File: src/rtl/bcd_seq_adder_pkg.sv
// bcd_pkg: shared FSM states, BCD constants and digit helpers for the digit-serial BCD adder.
package bcd_pkg;
    typedef enum logic [1:0] {IDLE, RUN, DONE} state_t;
    localparam logic [3:0] BCD_MAX  = 4'd9;
    localparam logic [3:0] BCD_CORR = 4'd6;
    function automatic logic [3:0] nines_comp(input logic [3:0] digit);
        return BCD_MAX - digit;
    endfunction
endpackage

File: src/rtl/bcd_seq_adder_digit_add.sv
// bcd_digit_add: single-digit combinational BCD adder with decimal correction.
module bcd_digit_add
    import bcd_pkg::*;
(
    input  logic [3:0] a_d,
    input  logic [3:0] b_d,
    input  logic       cin,
    output logic [3:0] s_d,
    output logic       cout
);
    logic [4:0] raw;
    always_comb begin
        raw  = {1'b0, a_d} + {1'b0, b_d} + {4'b0, cin};
        cout = raw > {1'b0, BCD_MAX};
        s_d  = cout ? raw[3:0] + BCD_CORR : raw[3:0];
    end
endmodule

File: src/rtl/bcd_seq_adder.sv
// bcd_seq_adder: digit-serial packed-BCD adder/subtractor, one digit per clock, LSD first.
module bcd_seq_adder
    import bcd_pkg::*;
#(
    parameter int DIGITS = 4
) (
    input  logic              clk,
    input  logic              rst,
    input  logic              start,
    input  logic              sub,
    input  logic [4*DIGITS-1:0] a,
    input  logic [4*DIGITS-1:0] b,
    output logic              ready,
    output logic              done,
    output logic [4*DIGITS-1:0] sum,
    output logic              cout
    ,
    output logic              err
);
    localparam int W  = 4 * DIGITS;
    localparam int IW = (DIGITS > 1) ? $clog2(DIGITS) : 1;
    state_t         state_q, state_d;
    logic [W-1:0]   a_q, b_q, sum_q, sum_d;
    logic [IW-1:0]  idx_q;
    logic           sub_q, carry_q, cout_q, err_q;
    logic [3:0]     b_eff, s_d;
    logic           c_d, bad, last;
    bcd_digit_add u_add (
        .a_d  (a_q[3:0]),
        .b_d  (b_eff),
        .cin  (carry_q),
        .s_d  (s_d),
        .cout (c_d)
    );
    always_comb begin
        b_eff = sub_q ? nines_comp(b_q[3:0]) : b_q[3:0];
        last  = idx_q == IW'(DIGITS - 1);
        bad   = 1'b0;
        for (int i = 0; i < DIGITS; i++)
            bad = bad | (a[4*i +: 4] > BCD_MAX) | (b[4*i +: 4] > BCD_MAX);
        sum_d = sum_q;
        for (int i = 0; i < DIGITS; i++)
            if (idx_q == IW'(i)) sum_d[4*i +: 4] = err_q ? 4'd0 : s_d;
        state_d = (state_q == IDLE) ? (start ? RUN : IDLE) :
                  (state_q == RUN)  ? (last ? DONE : RUN)  : IDLE;
    end
    always_ff @(posedge clk) begin
        if (rst) begin
            state_q <= IDLE;
            a_q     <= '0;
            b_q     <= '0;
            sum_q   <= '0;
            idx_q   <= '0;
            sub_q   <= 1'b0;
            carry_q <= 1'b0;
            cout_q  <= 1'b0;
            err_q   <= 1'b0;
        end else begin
            state_q <= state_d;
            if (state_q == IDLE && start) begin
                a_q     <= a;
                b_q     <= b;
                sub_q   <= sub;
                carry_q <= sub;
                idx_q   <= '0;
                sum_q   <= '0;
                err_q   <= bad;
            end else if (state_q == RUN) begin
                // operands shift so the adder always sees the current digit in [3:0]
                a_q     <= a_q >> 4;
                b_q     <= b_q >> 4;
                carry_q <= c_d;
                idx_q   <= idx_q + 1'b1;
                sum_q   <= sum_d;
                if (last) cout_q <= c_d & ~err_q;
            end
        end
    end
    assign ready = state_q == IDLE;
    assign done  = state_q == DONE;
    assign sum   = sum_q;
    assign cout  = cout_q;
    assign err   = err_q;
endmodule
File: config.mk
export PLATFORM = sky130hd
export DESIGN_NAME = bcd_seq_adder
export DESIGN_NICKNAME = d
export VERILOG_FILES = /design/src/rtl/bcd_seq_adder_pkg.sv /design/src/rtl/bcd_seq_adder_digit_add.sv /design/src/rtl/bcd_seq_adder.sv
export SDC_FILE = /design/constraint.sdc
export NUM_CORES = 1
export LEC_CHECK = 0
export BUFFER_PORTS_ARGS = -buffer_cell sky130_fd_sc_hd__buf_4
export CORE_MARGIN = 1
export CORE_UTILIZATION = 55
export CTS_CLUSTER_DIAMETER = 200
export DETAILED_ROUTE_END_ITERATION = 8
export GPL_TIMING_DRIVEN = 0
export HOLD_SLACK_MARGIN = 0.02
export PLACE_DENSITY = 0.84
export SLEW_MARGIN = 20
export SYNTH_ARGS = -nofsm -noshare
export SYNTH_HDL_FRONTEND = slang
export SYNTH_HIERARCHICAL = 1
export SYNTH_SLANG_ARGS = --single-unit
export TNS_END_PERCENT = 50
File: constraint.sdc
create_clock -name clk -period 4.7 [get_ports clk]
set_clock_uncertainty 0.1 [all_clocks]
set_input_delay 0.47 -clock clk [delete_from_list [all_inputs] [get_ports clk]]
set_output_delay 0.47 -clock clk [all_outputs]
set_load 0.02 [all_outputs]
==> flow_metrics.env <==
export IMPL_outcome="finished, violations left"
export IMPL_violations="DRC"
export IMPL_final_hold_viol_count=0
export IMPL_period_share=0.735
export IMPL_postCtsSetupBuffers=0
export IMPL_yosys_top_cells_count="nand2_1, dfxtp_1, a21oi_1"
export IMPL_min_period_ps=3460
export IMPL_cts_repair_resized=0
export IMPL_syn_area_sq_um=2590
export IMPL_seq_area_frac_synth=0.433
export IMPL_synth_top_family_by_area="compound AO/OA/AOI/OAI gates"
export IMPL_synth_net_count=351
export IMPL_multi_input_area_sq_um=1310
export IMPL_ir_drop_mv=0.181
export IMPL_power_density_nw_per_um2=308
export IMPL_setup_viol=0
export IMPL_fmax_ghz=0.289
export IMPL_worst_setup_path_end_kind="register"
export IMPL_synth_top_flop_cell="dfxtp_1"
export IMPL_rsz0062_at_grt="false"
export IMPL_grt_pass1_vias=2418
export IMPL_synthArstFlopShare=0
export IMPL_globalplace_congestion=0.940
export IMPL_ys_ff_latch=56
export IMPL_final_util=0.708
export IMPL_cap_violations=0
export IMPL_path_clk_slew_ps=90
export IMPL_post_route_drc_count=6
export IMPL_viasPerCell=5.81
export IMPL_num_antenna_cells=0
export IMPL_clock_latency_ps=310
export IMPL_worstPathCellList="xor2_1, fa_1, fa_1, xnor2_1, ha_1, a31o_1, o31ai_4, mux2i_1, nor2b_1, nand3_1, a21oi_1"
export IMPL_netlist_top_cells_area="dfxtp_1, a21oi_1, nand2_1"
export IMPL_synth_top_cell_area_share=0.433
export IMPL_nets=413
export IMPL_routed_wl_um=6550
export IMPL_synth_most_common_cell="nand2_1"
export IMPL_synth_simple_area_share=0.194
export IMPL_drive_above_1_share=0.230
export IMPL_rows=24
export IMPL_cp_common_cell="fa_1"
export IMPL_dr_pass1_iters=6
export IMPL_synth_warnings=6
export IMPL_start_util=0.582
export IMPL_clkSinkCount=56
export IMPL_post_drt_wl_per_cell_um=15.7
export IMPL_cts_root_buf="clkbuf_8"
export IMPL_slowest_stage="fa_1"
export IMPL_portBuffers=55
export IMPL_die_area_sq_um=4990
export IMPL_fp_coreArea_sq_um=4440
export IMPL_slew_headroom=0.661
export IMPL_syn_inst=304
export IMPL_crit_buf_inv=0
export IMPL_setup_tns_ps=0
export IMPL_max_stage_delay_ps=460
export IMPL_hold_path_class="in -> reg"
export IMPL_cts_buffer_depth=2
export IMPL_dr_first_iter_drc_count=142
export IMPL_path_delay_family="adder cells"
export IMPL_synth_xor_area_frac=0.0169
export IMPL_arrival_ps=3600
export IMPL_die_w_um=70.6
export IMPL_fill_cells=365
export IMPL_synth_edf_count=0
export IMPL_ios=56
export IMPL_grt_overflow=0
export IMPL_critPathRequiredTime_ps=4850
export IMPL_synth_avg_cell_area_sq_um=8.52
export IMPL_htree_levels=2
export IMPL_grt_first_pass_wirelength_um=11100
export IMPL_p_leak_nw=1.23
export IMPL_antenna_found_initial=0
export IMPL_area_delta_synth_final_pct=21.6
export IMPL_vias=2430
export IMPL_yosys_area_share_adder=0.0590
export IMPL_path_max_fanout=5
export IMPL_cts_tree="yes"
export IMPL_cp_start_kind="register"
export IMPL_drt_antenna_violating_nets=0
export IMPL_finalPower_mw=0.971
export IMPL_seq_area_sq_um=1120
export IMPL_synth_cell_types=34
export IMPL_grt_max_degree=17
export IMPL_cts_hold_buffers=0
export IMPL_synth_mux_area_frac=0.00387
export IMPL_path_class="reg -> reg"
export IMPL_die_height_um=70.6
export IMPL_cts_buffers=5
export IMPL_synth_top_area_cell="dfxtp_1"
export IMPL_grt_usage=0.288
export IMPL_dp_hpwl_um=4970
export IMPL_maxSlewViolCount=0
export IMPL_tightest_slew_ps=509
export IMPL_synth_compound_area_frac=0.231
[logic make-up (layout without fill, tap and decap cells)]
group	after synthesis	count (layout)
and+or+nand+nor	107	107
AOI/OAI and AO/OA	97	97
DFF	56	56
buffers and inverters	27	89
adders and majority gates	11	11
xor gates and xnor gates	5	5
muxes	1	1
[worst min-delay path, stage by stage]
cell	delay [ps]
buf_4	110
nand2_1	40
a21oi_1	50
[report_power, final]
group	switching, mW	total, mW	internal (mW)
clock	0.149	0.250	0.101
sequential	0.0159	0.513	0.497
combinational	0.118	0.208	0.0903
total	0.282	0.971	0.688
[path summary, 6_finish.rpt]
| check | from | slack [ps] | cells past startpoint | to |
|---|---|---|---|---|
| worst max-delay path | sub_q | 1240 | 11 | sum[14] |
| worst max register to register | sub_q | 1240 | 11 | sum[14] |
| worst min register to register | sum[0] | 360 | 2 | sum[0] |
| worst min-delay path | a[12] | 300 | 3 | a_q[12] |
[stage by stage]
stage	instance area (sq um)	hold slack (ps)	instances	setup WS, ps
2_1_floorplan	2590	336	304	1680
3_3_place_gp	3070	343	411	1350
3_5_place_dp	3070	346	411	1310
4_1_cts	3150	301	418	1270
5_1_grt	3150	312	418	1030
6_report	3150	298	418	1240
[per-layer routing]
metal / part of all wire / wire length, um / GRT usage
met1: 0.42 / 2760 / 0.352
met2: 0.50 / 3270 / 0.503
met3: 0.057 / 374 / 0.0513
met4: 0.023 / 148 / 0.118
met5: 0 / 0 / 0
[sequential cells by signal, summed over array words and instances (netlist names)]
register  flops
a_q          16
b_q          16
sum          16
idx_q         2
state_q       2
carry_q       1
cout          1
err           1
sub_q         1
[cell type report]
class                      count  share of cell area
clock inverter                 2             0.00397
inverter                       7             0.00835
timing repair buffer          55               0.131
sequential                    56               0.356
multi-input combinational    221               0.415
buffer                        20              0.0433
tap                           52              0.0207
clock buffer                   5              0.0219
[cell usage in the layout (no fill, tap or decap)]
| master | count |
|---|---|
| o21ai_0 | 9 |
| a2111oi_0 | 1 |
| nand4_1 | 2 |
| a21o_2 | 1 |
| nand3_1 | 26 |
| o21bai_2 | 1 |
| xnor2_1 | 4 |
| clkinv_2 | 1 |
| mux2i_1 | 1 |
| o31a_1 | 1 |
| dfxtp_1 | 56 |
| fa_1 | 2 |
| ha_1 | 9 |
| xor2_1 | 1 |
| nor3b_4 | 1 |
| o31ai_4 | 1 |
| or3b_4 | 1 |
| nand3b_1 | 4 |
| clkbuf_8 | 5 |
| buf_6 | 5 |
| nand2b_1 | 2 |
| inv_1 | 7 |
| clkinvlp_4 | 1 |
| buf_2 | 7 |
| nand2_1 | 58 |
| buf_1 | 1 |
| a311oi_2 | 1 |
| clkbuf_1 | 3 |
| a22oi_1 | 24 |
| a31o_1 | 1 |
| nor2_1 | 5 |
| o22ai_1 | 1 |
| buf_4 | 59 |
| a21oi_1 | 55 |
| and3_1 | 1 |
| nor2b_1 | 7 |
| o21a_1 | 1 |
Power figures use the tool's default switching activity.
